File: src/rtl/sdio_cmd_pkg.sv
// sdio_cmd_pkg: shared constants, state encoding and CRC7 step for the SDIO command path
package sdio_cmd_pkg;
  localparam int FRAME_BITS = 48;
  localparam int CRC_BITS = 7;
  localparam logic [CRC_BITS-1:0] CRC7_POLY = 7'h09;
  localparam logic [5:0] LAST_BIT = 6'(FRAME_BITS - 1);
  localparam logic [5:0] CRC_END = 6'(FRAME_BITS - 8);
  localparam int ST_CRC_ERR = 0;
  localparam int ST_END_ERR = 1;
  localparam int ST_DIR_ERR = 2;
  localparam int ST_BUSY = 3;
  typedef enum logic [1:0] {IDLE, SHIFT, DONE} state_t;
  function automatic logic [CRC_BITS-1:0] crc7_step(input logic [CRC_BITS-1:0] c, input logic d);
    return {c[CRC_BITS-2:0], 1'b0} ^ ({CRC_BITS{c[CRC_BITS-1] ^ d}} & CRC7_POLY);
  endfunction
endpackage

File: src/rtl/sdio_crc7.sv
// sdio_crc7: serial CRC7 (x^7+x^3+1), clr zeroes the remainder before an optional same-cycle feed
module sdio_crc7
  import sdio_cmd_pkg::*;
(
  input  logic                clk,
  input  logic                rst,
  input  logic                clr,
  input  logic                en,
  input  logic                din,
  output logic [CRC_BITS-1:0] crc
);
  logic [CRC_BITS-1:0] base;
  assign base = clr ? '0 : crc;
  always_ff @(posedge clk)
    if (rst) crc <= '0;
    else crc <= en ? crc7_step(base, din) : base;
endmodule

File: src/rtl/sdio_cmd_frame_rx.sv
// sdio_cmd_frame_rx: oversampling deframer for 48-bit SDIO host-to-card command tokens
module sdio_cmd_frame_rx
  import sdio_cmd_pkg::*;
#(
  parameter int SYNC_STAGES = 2
) (
  input  logic                clk,
  input  logic                rst,
  input  logic                sd_en,
  input  logic                sd_clk,
  input  logic                cmd_i,
  output logic [7:0]          cmd_o,
  output logic [31:0]         arg_o,
  output logic [CRC_BITS-1:0] crc_o,
  output logic                finsh_o,
  output logic [7:0]          status
);
  logic [SYNC_STAGES-1:0] clk_sync;
  logic [SYNC_STAGES:0]   cmd_sync;
  logic                   clk_d;
  logic                   strobe;
  logic                   cmd_s;
  logic                   shift;
  logic                   load;
  state_t                 state;
  state_t                 state_n;
  logic [5:0]             bitcnt;
  logic [FRAME_BITS-2:0]  sr;
  logic [FRAME_BITS-1:0]  frame;
  logic [2:0]             err;
  logic [3:0]             frame_cnt;
  logic [CRC_BITS-1:0]    crc;
  assign strobe = clk_sync[SYNC_STAGES-1] & ~clk_d;
  assign cmd_s = cmd_sync[SYNC_STAGES];
  assign frame = {sr, cmd_s};
  assign finsh_o = state == DONE;
  assign status = {frame_cnt, state != IDLE, err};
  always_comb begin
    state_n = !sd_en ? IDLE :
              state == IDLE ? (strobe && !cmd_s ? SHIFT : IDLE) :
              state == SHIFT ? (strobe && bitcnt == LAST_BIT ? DONE : SHIFT) : IDLE;
    shift = strobe && state_n != IDLE;
    load = state == SHIFT && state_n == DONE;
  end
  sdio_crc7 u_crc (
    .clk(clk),
    .rst(rst),
    .clr(state == IDLE),
    .en (shift && bitcnt < CRC_END),
    .din(cmd_s),
    .crc(crc)
  );
  always_ff @(posedge clk)
    if (rst) begin
      clk_sync <= '1;
      cmd_sync <= '1;
      clk_d <= 1'b1;
    end else begin
      clk_sync <= {clk_sync[SYNC_STAGES-2:0], sd_clk};
      cmd_sync <= {cmd_sync[SYNC_STAGES-1:0], cmd_i};
      clk_d <= clk_sync[SYNC_STAGES-1];
    end
  always_ff @(posedge clk)
    if (rst) begin
      state <= IDLE;
      bitcnt <= '0;
      sr <= '0;
      cmd_o <= '0;
      arg_o <= '0;
      crc_o <= '0;
      err <= '0;
      frame_cnt <= '0;
    end else begin
      state <= state_n;
      bitcnt <= state_n == IDLE ? '0 : bitcnt + {5'd0, shift};
      if (shift) sr <= frame[FRAME_BITS-2:0];
      if (load) begin
        cmd_o <= frame[47:40];
        arg_o <= frame[39:8];
        crc_o <= frame[7:1];
        err[ST_CRC_ERR] <= crc != frame[7:1];
        err[ST_END_ERR] <= !frame[0];
        err[ST_DIR_ERR] <= !frame[46];
        frame_cnt <= frame_cnt + 4'd1;
      end
    end
endmodule

File: config.mk
export PLATFORM = sky130hd
export DESIGN_NAME = sdio_cmd_frame_rx
export DESIGN_NICKNAME = d
export VERILOG_FILES = /design/src/rtl/sdio_cmd_pkg.sv /design/src/rtl/sdio_crc7.sv /design/src/rtl/sdio_cmd_frame_rx.sv
export SDC_FILE = /design/constraint.sdc
export NUM_CORES = 1
export LEC_CHECK = 0
export CAP_MARGIN = 15
export CORE_ASPECT_RATIO = 1.1
export CORE_MARGIN = 5
export CORE_UTILIZATION = 35
export CTS_BUF_LIST = sky130_fd_sc_hd__clkbuf_2 sky130_fd_sc_hd__clkbuf_4 sky130_fd_sc_hd__clkbuf_8
export DETAILED_ROUTE_END_ITERATION = 7
export GPL_TIMING_DRIVEN = 0
export SKIP_CTS_REPAIR_TIMING = 1
export SYNTH_ARGS = -nofsm -noshare
export SYNTH_HDL_FRONTEND = slang
export SYNTH_HIERARCHICAL = 1
export SYNTH_SLANG_ARGS = --single-unit
File: constraint.sdc
create_clock -name clk -period 3.9 [get_ports clk]
set_clock_uncertainty 0.05 [all_clocks]
set_input_delay 0.585 -clock clk [delete_from_list [all_inputs] [get_ports clk]]
set_output_delay 0.585 -clock clk [all_outputs]
set_load 0.1 [all_outputs]
Word level (Yosys, flattened, before mapping)
Cells that the tools add are included.
W data, S select, Z words.
Cells by class
  add/subtract/negate cells: 2
  $mul: 0
  div/mod/pow operators: 0
  magnitude comparators: 1
  equality and inequality tests: 5
  shifts and indexed selects: 0
  mux-type cells: 7
  bitwise logic cells: 4
  reduce and logical (&&, ||, !) cells: 12
Operators with widths (count)
  $mux W7: 2
  $mux W2: 4
  $ne A7 B7 Y1: 1
  $xor A7 B4 Y7: 1
  $add A6 B1 Y6: 1
  $eq A6 B6 Y1 const B: 1
  $lt A6 B6 Y1 const B: 1
  $logic_and A1 B1 Y1: 5
  $add A4 B1 Y4 const B: 1
  $eq A2 B2 Y1 const B: 2
  $logic_not A2 Y1: 2
  $reduce_bool A2 Y1: 2
  $eq A2 B1 Y1 const B: 1
  $logic_not A1 Y1: 2
  $reduce_or A2 Y1: 1
  $and A1 B1 Y1: 1
  $mux W1: 1
  $not A1 Y1: 1
  $xor A1 B1 Y1: 1
Word-level totals
  register bits: 122
  bits in latches: 0
  memory bits (writable): 0
  memory bits (read-only): 0
  input bits: 5
  logic and storage cells: 43
  memories kept: 0

Depth between registers and ports, before layout
Gate-level depths: netlist (run 1).
  depth in word-level cells: 11
  gate-level depth with buffers: 9
  gate-level depth less buffers: 8

Cells and area by module
The synthesis (run 1) kept the hierarchy.
Modules (own cells, without submodules)
  sdio_cmd_frame_rx: instances 1, cells an instance 510, area each 4134.0 µm², sequential area each 2302.2 µm²
  sdio_crc7: instances 1, cells an instance 34, area each 326.6 µm², sequential area each 140.1 µm²

Least setup slack after synthesis (run 1)
Ideal clock, no wire load.
  path kind: register -> output
  start: register state[0]
  end: output finsh_o
  arrival time: 1681 ps
  data required time: 3265 ps
  setup slack: 1584 ps
  stages on the path, launching flop included: 2
  path through: dfxtp_1 -> nor2b_1
Between the ends
  word-level cells in the longest chain between the ends: 1
Ends and longest elaborated chain
  from (decl): RTL line sdio_cmd_frame_rx.sv:25  | state_t state;
  from (signal assigned): RTL line sdio_cmd_frame_rx.sv:74  | state <= state_n;
  $eq A2 B2 Y1: RTL line sdio_cmd_frame_rx.sv:36  | assign finsh_o = state == DONE;
  to (decl): RTL line sdio_cmd_frame_rx.sv:15  | output logic finsh_o,
Every way passes these cells.

Worst setup path after layout (run 1)
  start: register state[0]
  end: output status[3]
Between the ends
  word-level cells in the longest chain between the ends: 1
Ends and longest elaborated chain
  $reduce_bool A2 Y1: RTL line sdio_cmd_frame_rx.sv:37  | assign status = {frame_cnt, state != IDLE, err};
  to (decl): RTL line sdio_cmd_frame_rx.sv:16  | output logic [7:0] status
Every way passes these cells.

==> results.json, run 1 <==
{
  "yosysWarnings": 6,
  "yosys-top-cells-area": "dfxtp_1 55%, nand2_1 16%, a21oi_1 11%",
  "final_common_cell": "nand2_1",
  "net-switching-power_mw": 0.551,
  "finalHoldViolations": 0,
  "syn_nets": 552,
  "clockBufferDepth": 2,
  "multi_input_area_mm2": 0.00181,
  "ant_nets": 0,
  "pwr-share-comb_pct": 1.4,
  "layout-drive-gt1-share_pct": 9.43,
  "preCtsSetupSlack_ns": 1.01,
  "end_kind": "output pin",
  "yosysTopAreaCellShare_pct": 54.8,
  "clock-root-buffer": "clkbuf_8",
  "utilization_pct": 45.3,
  "grt-ovfl-total": 0,
  "dr.first_iter.drc_count": 235,
  "critPathRequiredTime_ns": 3.26,
  "synthArstFlopShare_pct": 0,
  "finalSetupViolCount": 0,
  "cp.arrival_ns": 2.18,
  "peakVddDrop_mv": 0.191,
  "register_area_mm2": 0.00244,
  "switching_share_pct": 22.3,
  "clk_latency_ns": 0.43,
  "fin_crit_sh_pct": 72.3,
  "leakagePower_nw": 1.94,
  "synth_seq_cells": 122,
  "dpl-instance-area_mm2": 0.00526,
  "drt-pass1-iter-count": 4,
  "crit_type": "register to output pin",
  "antenna_found_initial": 0,
  "final_cell_mix": "192 x nand2_1, 122 x dfxtp_1, 99 x a21oi_1",
  "fin_ws_ns": 1.08,
  "worstMarginPinSlew_ns": 0.976,
  "clock_sinks": 122,
  "min_path_type": "register to register",
  "power_mw": 2.47,
  "drv_slew": 0,
  "routed_via_density": 4.72,
  "wl_mm": 10.3,
  "num_rows": 43,
  "postSynthAreaPerCell_um2": 8.20,
  "yosys.area.top_type": "dfxtp_1",
  "syn_area_mm2": 0.00446,
  "final.min_clock_period_ns": 2.82,
  "fin_cells": 793,
  "netlist-cell-type-count": 35,
  "drv_cap": 0,
  "num_vias": 3746,
  "drc": 0,
  "grt_max_degree": 17,
  "r2r_setup_slack_ns": 1.58,
  "timing.setup.tns_ns": 0,
  "htreeDepth": 4,
  "synth-edff-count": 0,
  "p_int_mw": 1.92,
  "powerDensity_mw_per_mm2": 435,
  "start_util_pct": 35.6,
  "die_w_um": 118,
  "clock_power_share_pct": 48.0,
  "place_congestion": 0.805,
  "final_area_mm2": 0.00568,
  "slew_headroom_pct": 34.7,
  "n_fill_cell": 1280,
  "dieArea_mm2": 0.0151,
  "cts_made_buffers": 17,
  "synth_cells": 544,
  "timing.fmax_mhz": 355,
  "routedWlPerCell_um": 13.0,
  "placed_cells": 761,
  "core_region_area_mm2": 0.0125,
  "nets": 631,
  "grt_pass1_vias": 3646,
  "hpwl_mm": 7.22,
  "status": "finished clean",
  "cp_max_fo": 7,
  "whs_ns": 0.359,
  "die_h_um": 128,
  "synth-seq-area-share_pct": 54.8,
  "ys.flop_type": "dfxtp_1",
  "grt_usage_pct": 13.9,
  "p_seq_share_pct": 50.6,
  "rsz0062_at_grt": "no",
  "syn2layout_area_growth_pct": 27.3,
  "portBuffers": 60,
  "cts_tree": "yes",
  "clk_pin_slew_ns": 0.07,
  "ioPinCount": 61,
  "diodes": 0,
  "crit_path_start_kind": "register",
  "grt_pass1_wl_mm": 17.2
}
## cells by family (layout without fill, tap and decap cells)
kind of cell | Yosys count | after routing | share of synthesized area [%]
AO/OA/AOI/OAI | 108 | 108 | 12.5
adder cells (fa/ha/maj) | 3 | 3 | 0.842
XOR/XNOR | 13 | 13 | 2.55
AND/OR/NAND/NOR | 248 | 248 | 23.4
flip-flops | 122 | 122 | 54.8
buffers and inverters | 44 | 136 | 4.66
multiplexers | 6 | 6 | 1.35
## routing by layer
layer / global-route usage, % / vias up / share of wire, %
met5: 0 / - / 0
met4: 5.94 / 0 / 2.0
met3: 5.05 / 19 / 4.9
met2: 22.5 / 77 / 47
met1: 16.9 / 1717 / 46
li1: - / 1933 / -
## Yosys cell counts (all sizes together), types with 4 or more instances
library cell,n
nand2,192
dfxtp,122
a21oi,99
clkbuf,19
buf,18
nor2,18
xor2,10
nor3,8
inv,7
or2,7
mux2i,6
nand3,4
## path summary, 6_finish.rpt
check,from,endpoint,cells past startpoint
setup / recovery,state[0]$_SDFF_PP0_,status[3],2
hold / removal,clk_sync[0]$_SDFF_PP1_,clk_sync[1]$_SDFF_PP1_,1
setup reg to reg,cmd_sync[2]$_SDFF_PP1_,u_crc/crc[3]$_SDFF_PP0_,8
hold reg to reg,clk_sync[0]$_SDFF_PP1_,clk_sync[1]$_SDFF_PP1_,1
## layout make-up
cell class | instances | share of cell area [%]
flip-flops and latches | 122 | 43.0
multi-input cells | 378 | 31.9
repair buffers | 60 | 10.6
clock buffers | 19 | 4.49
well taps | 157 | 3.46
plain buffers | 37 | 3.19
clock inverters | 13 | 2.95
inverters | 7 | 0.463
## power by group through the flow
stage	Sequential (mW)	Clock, mW	Combinational (mW)
after floorplan	1.28	0	0.0214
after global placement	1.28	0	0.0340
after detailed placement	1.28	0	0.0350
after CTS	1.25	1.21	0.0351
after global routing	1.25	1.27	0.0380
final	1.25	1.19	0.0346
## flip-flops by register name, indices dropped and copies added (netlist names)
| signal | cells |
|---|---|
| arg_o | 32 |
| bitcnt | 6 |
| clk_d | 1 |
| clk_sync | 2 |
| cmd_o | 8 |
| cmd_sync | 3 |
| crc_o | 7 |
| err | 3 |
| frame_cnt | 4 |
| sr | 47 |
| state | 2 |
| u_crc/crc | 7 |
## worst max-delay path, stage by stage, from the launching register on
cell and delay (ns):
dfxtp_1 0.45, or2_2 0.17, clkdlybuf4s50_1 1.13
Note: power is estimated with default switching activity, not from simulation.
==> inputs of run 2 (changes only) <==
clock period = 2.8 ns   (was 3.9 ns; I/O delays follow)
==> results of run 2 <==
Same layout as run 1 (identical final DEF). Status: finished clean.
Main changes from that run: setup slack after placement 1.01 ns -> 0.0766 ns; setup slack after layout 1.08 ns -> 0.146 ns; register-to-register setup slack 1.58 ns -> 0.48 ns; total power 2.47 mW -> 3.44 mW; worst IR drop on VDD 0.191 mV -> 0.267 mV
==> inputs of run 3 (changes only) <==
GPL_TIMING_DRIVEN = not set   (was 0)
==> run 3 against run 2 <==
Effect of this change:
- critical path type unchanged
- via count is 3.2% lower
- critical path depth stayed put
- clock power hardly changed
- worst setup slack better by 0.82 ns
- die area stayed put
- highest routed layer unchanged
- wire length is 6.0% lower
- non-clock buffer count is 31 lower
==> results.json, run 3 (synthesized netlist as in run 1, its figures left out) <==
{
  "wl_mm": 9.70,
  "start_util_pct": 35.6,
  "hp-start": "cmd_sync[0]$_SDFF_PP1_",
  "num_rows": 43,
  "syn2layout_area_growth_pct": 22.2,
  "crit_family": "flip-flops",
  "crit_path_start_kind": "register",
  "drt-pass1-iter-count": 4,
  "portBuffers": 60,
  "rr_endpoint": "err[1]$_SDFFE_PP0P_",
  "final.min_clock_period_ns": 1.83,
  "peakVddDrop_mv": 0.312,
  "fin_crit_sh_pct": 65.5,
  "hold_path_end": "cmd_sync[1]$_SDFF_PP1_",
  "grt-ovfl-total": 0,
  "die_h_um": 128,
  "dr.first_iter.drc_count": 278,
  "end_kind": "output pin",
  "drv_cap": 0,
  "min_path_type": "register to register",
  "antenna_found_initial": 0,
  "timing.fmax_mhz": 546,
  "routed_via_density": 4.77,
  "r2r_setup_slack_ns": 1.04,
  "utilization_pct": 43.5,
  "r2r_cells": 5,
  "leakagePower_nw": 2.01,
  "status": "finished clean",
  "grt_pass1_wl_mm": 16.5,
  "placed_cells": 730,
  "grt_max_degree": 76,
  "die_w_um": 118,
  "core_region_area_mm2": 0.0125,
  "nets": 600,
  "power_mw": 3.46,
  "num_vias": 3627,
  "largest_reg_flops": 47,
  "hold_depth": 1,
  "hpwl_mm": 6.15,
  "n_fill_cell": 1278,
  "clock-root-buffer": "clkbuf_8",
  "slew_headroom_pct": 50.2,
  "grt_usage_pct": 13.3,
  "regMostFlops": "sr",
  "powerDensity_mw_per_mm2": 635,
  "clk_latency_ns": 0.42,
  "cts_made_buffers": 17,
  "cp.arrival_ns": 1.36,
  "rsz0062_at_grt": "no",
  "routedWlPerCell_um": 12.7,
  "critPathRequiredTime_ns": 2.33,
  "worstMarginPinSlew_ns": 0.747,
  "clock_sinks": 122,
  "htreeDepth": 4,
  "drc": 0,
  "place_congestion": 0.785,
  "clockBufferDepth": 2,
  "ant_nets": 0,
  "r2r-start": "state[0]$_SDFF_PP0_",
  "finalHoldViolations": 0,
  "whs_ns": 0.364,
  "cts_tree": "yes",
  "cp_max_fo": 7,
  "fin_cells": 761,
  "drv_slew": 0,
  "crit_type": "register to output pin",
  "timing.setup.tns_ns": 0,
  "crit_chain": "or2_2 -> buf_4",
  "grt_pass1_vias": 3566,
  "diodes": 0,
  "crit_buf_inv": 1,
  "critPathMaxStageDelay_ns": 0.39,
  "finalSetupViolCount": 0,
  "largestRegisters": "sr: 47 flops, arg_o: 32 flops, cmd_o: 8 flops",
  "ioPinCount": 61,
  "layout-drive-gt1-share_pct": 17.4,
  "cp_slowest_cell": "dfxtp_1",
  "final_common_cell": "nand2_1",
  "final_cell_mix": "192 x nand2_1, 122 x dfxtp_1, 99 x a21oi_1",
  "dieArea_mm2": 0.0151,
  "clk_pin_slew_ns": 0.06
}
==> run 3: cell types whose count changed in the layout (fill, tap and decap cells not counted), sizes merged <==
cell           previous run  this run
inv                       9         7
clkinvlp                  2         0
buf                      18        63
clkinv                    6         3
clkdlybuf4s50            60         3
clkbuf                   38        25
==> run 3: how the worst max path moves through the flow <==
stage / endpoint / slack [ns] / from / depth (start not counted)
after floorplan: finsh_o / 0.65 / state[0]$_SDFF_PP0_ / 1
after global placement: bitcnt[4]$_SDFF_PP0_ / 0.67 / sd_en / 9
after detailed placement: sr[8]$_SDFFE_PP0P_ / 0.61 / sd_en / 7
after CTS: status[3] / 0.94 / state[0]$_SDFF_PP0_ / 2
after global routing: status[3] / 0.90 / state[0]$_SDFF_PP0_ / 2
final: status[3] / 0.97 / state[0]$_SDFF_PP0_ / 2
==> run 3: per-stage QoR <==
stage | area, um2 | setup WS, ns
finish | 5450 | 0.967
global route | 5450 | 0.901
CTS | 5450 | 0.940
detailed placement | 5010 | 0.609
global placement | 5010 | 0.669
floorplan | 4460 | 0.649
==> run 3: worst reg2reg max path, delay by kind of cell, from the launching register on <==
family	cells	cell delay (ns)
buffers and inverters	1	0.28
flip-flops	1	0.48
multiplexers	1	0.23
AND/OR/NAND/NOR	3	0.59
==> run 3: where the power goes <==
group / switching (mW) / internal, mW / total, mW / leakage [nW]
sequential: 0.00173 / 1.74 / 1.74 / 0.983
clock: 0.640 / 1.04 / 1.68 / 0.229
combinational: 0.0310 / 0.00992 / 0.0409 / 0.802
total: 0.673 / 2.79 / 3.46 / 2.01
==> run 3: per-layer routing <==
metal / global-route usage, % / routed length, um / vias up
met3: 4.88 / 398 / 11
met2: 22.4 / 4610 / 69
met5: 0 / 0 / -
li1: - / - / 1868
met4: 5.67 / 170 / 0
met1: 15.4 / 4520 / 1679
==> run 3: layout make-up <==
type / count / area (um2) / area share (%)
repair buffers: 66 / 515 / 9.46
inverters: 7 / 26.3 / 0.482
flip-flops and latches: 122 / 2440 / 44.8
clock buffers: 25 / 332 / 6.08
multi-input cells: 378 / 1830 / 33.6
well taps: 157 / 196 / 3.60
clock inverters: 6 / 109 / 2.00
